[src/rtl/game_countdown_timer.sv]
// Level countdown timer: counts one_sec ticks down from START_SECS and shows the count as two BCD digits.
// Optional low-time warning output is enabled by defining COUNTDOWN_WARN_EN.
module game_countdown_timer #(
  parameter int unsigned START_SECS = 60,
  parameter int unsigned BONUS_SECS = 5
`ifdef COUNTDOWN_WARN_EN
  ,
  parameter int unsigned WARN_SECS  = 10
`endif
) (
  input  logic       clk,
  input  logic       resetN,
  input  logic       one_sec,
  input  logic       load,
  input  logic       start,
  input  logic       pause,
  input  logic       add_bonus,
  output logic [3:0] tens,
  output logic [3:0] ones,
  output logic       running,
  output logic       time_up
`ifdef COUNTDOWN_WARN_EN
  ,
  output logic       warn
`endif
);

  typedef enum logic [1:0] {
    IDLE    = 2'd0,
    RUN     = 2'd1,
    PAUSED  = 2'd2,
    EXPIRED = 2'd3
  } state_t;

  state_t     state_q, state_d;
  logic [6:0] count_q, count_d;
  logic [3:0] tens_q, tens_d;
  logic [3:0] ones_q, ones_d;
  logic       running_q, running_d;
  logic       time_up_q, time_up_d;
  logic [7:0] sum;

  always_comb begin
    state_d   = state_q;
    count_d   = count_q;
    time_up_d = 1'b0;
    sum       = {1'b0, count_q};

    if (load) begin
      state_d = IDLE;
      count_d = 7'(START_SECS);
    end else begin
      unique case (state_q)
        IDLE: begin
          if (start) begin
            if (count_q == '0) begin
              state_d   = EXPIRED;
              time_up_d = 1'b1;
            end else begin
              state_d = RUN;
            end
          end
        end
        RUN: begin
          // Bonus is added before the tick so a simultaneous pair saturates as min(99, n+B-1).
          if (add_bonus) sum = sum + 8'(BONUS_SECS);
          if (one_sec && sum != '0) sum = sum - 8'd1;
          if (sum > 8'd99) sum = 8'd99;
          count_d = sum[6:0];
          if (count_d == '0) begin
            state_d   = EXPIRED;
            time_up_d = 1'b1;
          end else if (pause) begin
            state_d = PAUSED;
          end
        end
        PAUSED: begin
          if (add_bonus) sum = sum + 8'(BONUS_SECS);
          if (sum > 8'd99) sum = 8'd99;
          count_d = sum[6:0];
          if (pause || start) state_d = RUN;
        end
        EXPIRED: ;
        default: state_d = IDLE;
      endcase
    end

    running_d = (state_d == RUN);
    tens_d    = 4'(count_d / 7'd10);
    ones_d    = 4'(count_d % 7'd10);
  end

  always_ff @(posedge clk or negedge resetN) begin
    if (!resetN) begin
      state_q   <= IDLE;
      count_q   <= 7'(START_SECS);
      tens_q    <= 4'(START_SECS / 10);
      ones_q    <= 4'(START_SECS % 10);
      running_q <= 1'b0;
      time_up_q <= 1'b0;
    end else begin
      state_q   <= state_d;
      count_q   <= count_d;
      tens_q    <= tens_d;
      ones_q    <= ones_d;
      running_q <= running_d;
      time_up_q <= time_up_d;
    end
  end

  assign tens    = tens_q;
  assign ones    = ones_q;
  assign running = running_q;
  assign time_up = time_up_q;

`ifdef COUNTDOWN_WARN_EN
  logic warn_q, warn_d;

  always_comb begin
    warn_d = ((state_d == RUN) || (state_d == PAUSED)) &&
             (count_d != '0) && (count_d <= 7'(WARN_SECS));
  end

  always_ff @(posedge clk or negedge resetN) begin
    if (!resetN) warn_q <= 1'b0;
    else         warn_q <= warn_d;
  end

  assign warn = warn_q;
`endif

endmodule

[config.mk]
export PLATFORM = sky130hd
export DESIGN_NAME = game_countdown_timer
export DESIGN_NICKNAME = d
export VERILOG_FILES = /design/src/rtl/game_countdown_timer.sv
export SDC_FILE = /design/constraint.sdc
export NUM_CORES = 1
export LEC_CHECK = 0
export BUFFER_PORTS_ARGS = -buffer_cell sky130_fd_sc_hd__buf_2
export CAP_MARGIN = 20
export CELL_PAD_IN_SITES_DETAIL_PLACEMENT = 1
export CELL_PAD_IN_SITES_GLOBAL_PLACEMENT = 2
export CORE_ASPECT_RATIO = 1.5
export CORE_MARGIN = 3
export CORE_UTILIZATION = 36
export DETAILED_ROUTE_END_ITERATION = 12
export PLACE_DENSITY_LB_ADDON = 0.25
export SYNTH_ARGS = -nofsm -noshare
export SYNTH_HDL_FRONTEND = slang
export SYNTH_SLANG_ARGS = --single-unit
[constraint.sdc]
create_clock -name clk -period 4.75 [get_ports clk]
set_clock_uncertainty 0.1 [all_clocks]
set_input_delay 0.475 -clock clk [delete_from_list [all_inputs] [get_ports clk]]
set_output_delay 0.475 -clock clk [all_outputs]
set_load 0.005 [all_outputs]
==> results.yml <==
logic_synthesis:
  ys_ff_latch: 18
  synth-edff-count: 0
  synth_top_area_share_pct: 14.35
  syn-cell-area_sq_um: 2092
  syn_avg_cell_area_sq_um: 8.046
  postSynth.asyncResetShare_pct: 100.0
  ys_warn_count: 0
  synth_top_area_cell: "dfrtp_1"
  synth_fp_nets: 276
  yosys-top-cells-area: "dfrtp_1, dfstp_2, ha_1"
  seq_area_frac_synth_pct: 21.89
  synth.distinct_cells: 71
  synth_flop_cell: "dfrtp_1"
  synthesis.instances: 260
worst_setup_path:
  critical_path_depth: 19
  path_class: "reg -> reg"
  timing.critical_path.arrival_ns: 4.50
  slowest_stage: "a2111o_1"
  required_ns: 4.83
  worst-path-buf-inv: 2
  r2r_cells: 19
  reg2reg_from: "count_q[1]$_DFF_PN0_"
  critPathTopFamily: "compound AO/OA/AOI/OAI gates"
  crit_path_end_kind: "flop"
  rr_endpoint: "ones[2]$_DFF_PN0_"
  start_kind: "flop"
  worstPathCellList: "inv_1 > ha_1 > nand2_1 > o21a_1 > ha_1 > nand2_1 > a211oi_2 > or2_2 > a2111o_1 > a221oi_4 > or4_4 > and2_1 > a21oi_1 > o311a_4 > ha_1 > inv_1 > a21oi_1 > o211a_1 > a21oi_2"
  rrSetupSlack_ns: 0.33
  crit_top_cell: "ha_1"
  cp_max_fo: 8
  cp_slowest_stage_delay_ns: 0.47
sta:
  setup_tns_ns: 0
  slew_headroom_pct: 52.83
  rsz0062_at_grt: "no"
  setup_violations: 0
  hold_violations: 0
  tightest_slew_ns: 0.7016
  fmax_ghz: 0.2262
  period_share_pct: 93.09
  fin_crit_ns: 4.422
  drv_slew: 0
  setup_slack_ns: 0.3284
grt:
  grt-ovfl-total: 0
  grt_start_max_net_pins: 19
  grt_pass1_vias: 2217
  antenna_found_initial: 0
  top_usage_layer: "met2"
  use_met2_pct: 40.12
  grt_pass1_wl_mm: 11.25
  grt_use_met1_pct: 23.96
  met3_usage_pct: 1.582
  grtUsageTotal_pct: 21.53
clock_network:
  postCtsSetupBuffers: 0
  path_clk_slew_ns: 0.07
  htreeDepth: 1
  cts_resized: 0
  postCtsHoldBufs: 0
  cts_tree: "built"
  cts_root_buf: "clkbuf_8"
  clk_latency_ns: 0.25
  cts-buffers-inserted: 3
  clock_sinks: 18
  cts_max_path_buffers: 2
cells_and_area:
  nFillCells: 701
  mostFrequentLayoutCells: "inv_1, nand2_1, a21oi_1"
  drive_gt1_share_pct: 22.18
  diodes: 0
  nNetsFinal: 301
  syn_to_final_growth_pct: 13.46
power_and_ir_drop:
  vdd_drop_max_mv: 0.2227
  p_total_mw: 1.075
  p_leak_nw: 0.9894
  powerDensity_nw_per_um2: 452.7
floorplan:
  start_util_pct: 37.81
  coreArea_sq_um: 5533
  die_w_um: 68.24
  rows: 33
  die_h_um: 99.37
  die_area_sq_um: 6781
  ioPinCount: 17
place:
  gp_congestion: 0.8736
  dp_slack_ns: 0.1957
  port-buffer-count: 16
  hpwl_mm: 5.631
min_path:
  min_path_type: "in -> async"
routing:
  drc: 0
  ant_nets: 0
  routed_wl_mm: 6.829
  vias: 2107
  viasPerCell: 5.952
  wire_per_inst_um: 19.29
  drt-pass1-iter-count: 4
  drt_iter0_markers: 124
flow_run:
  cap_violations: 0
status:
  status: "finished, final reports clean"
[state kept, by name, indices dropped and copies added, names as in the netlist]
signal   cells
state_q      2
running      1
tens         4
ones         4
count_q      6
time_up      1
[Yosys cell counts, types with 3 or more instances]
| cell type | n |
|---|---|
| a21oi_1 | 22 |
| inv_1 | 22 |
| nand2_1 | 22 |
| o21ai_0 | 16 |
| dfrtp_1 | 12 |
| nand3_1 | 10 |
| nor2_1 | 10 |
| ha_1 | 9 |
| nor3_1 | 8 |
| xnor2_1 | 7 |
| dfstp_2 | 6 |
| nand2b_1 | 6 |
| a211oi_1 | 5 |
| a31oi_1 | 5 |
| clkbuf_1 | 5 |
| o211ai_1 | 5 |
| o31ai_1 | 5 |
| or3_1 | 5 |
| and2_1 | 4 |
| xor2_1 | 4 |
| and3_1 | 3 |
| nor2b_1 | 3 |
| nor4_1 | 3 |
| o21a_1 | 3 |
[logic make-up (layout without fill, tap and decap cells)]
kind of cell	Yosys count	count (layout)	synth area share [%]
AOI/OAI and AO/OA	96	96	35.59
xor gates and xnor gates	11	11	4.605
adders and majority gates	9	9	5.383
buffers and inverters	34	58	7.416
DFF	18	18	21.89
muxes	3	3	1.674
and+or+nand+nor	89	89	23.45
[worst max-delay path by stage]
| stage | start | endpoint | slack (ns) |
|---|---|---|---|
| 6_report | count_q[1]$_DFF_PN0_ | ones[2]$_DFF_PN0_ | 0.33 |
| 3_3_place_gp | add_bonus | ones[2]$_DFF_PN0_ | 0.37 |
| 3_5_place_dp | count_q[1]$_DFF_PN0_ | ones[2]$_DFF_PN0_ | 0.20 |
| 4_1_cts | count_q[1]$_DFF_PN0_ | ones[2]$_DFF_PN0_ | 0.17 |
| 2_1_floorplan | count_q[1]$_DFF_PN0_ | ones[2]$_DFF_PN0_ | 0.50 |
| 5_1_grt | count_q[1]$_DFF_PN0_ | ones[2]$_DFF_PN0_ | 0.05 |
[worst register-to-register path: stages, from the launching register on]
cell      delay, ns
dfrtp_2        0.46
inv_1          0.08
ha_1           0.29
nand2_1        0.05
o21a_1         0.16
ha_1           0.29
nand2_1        0.13
a211oi_2       0.06
or2_2          0.32
a2111o_1       0.47
a221oi_4       0.35
or4_4          0.22
and2_1         0.14
a21oi_1        0.08
o311a_4        0.42
ha_1           0.23
inv_1          0.12
a21oi_1        0.06
o211a_1        0.23
a21oi_2        0.09
[final cells by class]
| cell class | instances | area (sq um) | share of cell area [%] |
|---|---|---|---|
| clock buffer | 4 | 55.05 | 2.319 |
| inverter | 23 | 88.84 | 3.743 |
| multi-input combinational | 208 | 1490 | 62.78 |
| sequential | 18 | 459.2 | 19.35 |
| tap | 70 | 87.58 | 3.690 |
| timing repair buffer | 31 | 192.7 | 8.118 |
[report_power, final]
part           total (mW)  internal, mW  switching [mW]
combinational       0.705         0.278           0.426
clock               0.123        0.0736          0.0492
sequential          0.247         0.208          0.0396
total                1.07         0.559           0.515
[per-layer routing]
layer  vias to the layer above  wire, um  part of all wire [%]
met2                        41      3772                    55
met3                        20       117                   1.7
li1                       1024         -                     -
met4                         0       274                   4.0
met1                      1022      2665                    39
met5                         -         0                     0
[per-stage QoR]
stage	hold slack (ns)	area (sq um)	utilization, %	instances
finish	0.04291	2374	42.90	354
global route	0.06003	2374	42.90	354
CTS	0.05271	2361	42.67	354
detailed placement	0.3233	2306	41.68	350
global placement	0.3239	2306	41.68	350
floorplan	0.07941	2092	-	260
Power figures use the tool's default switching activity.
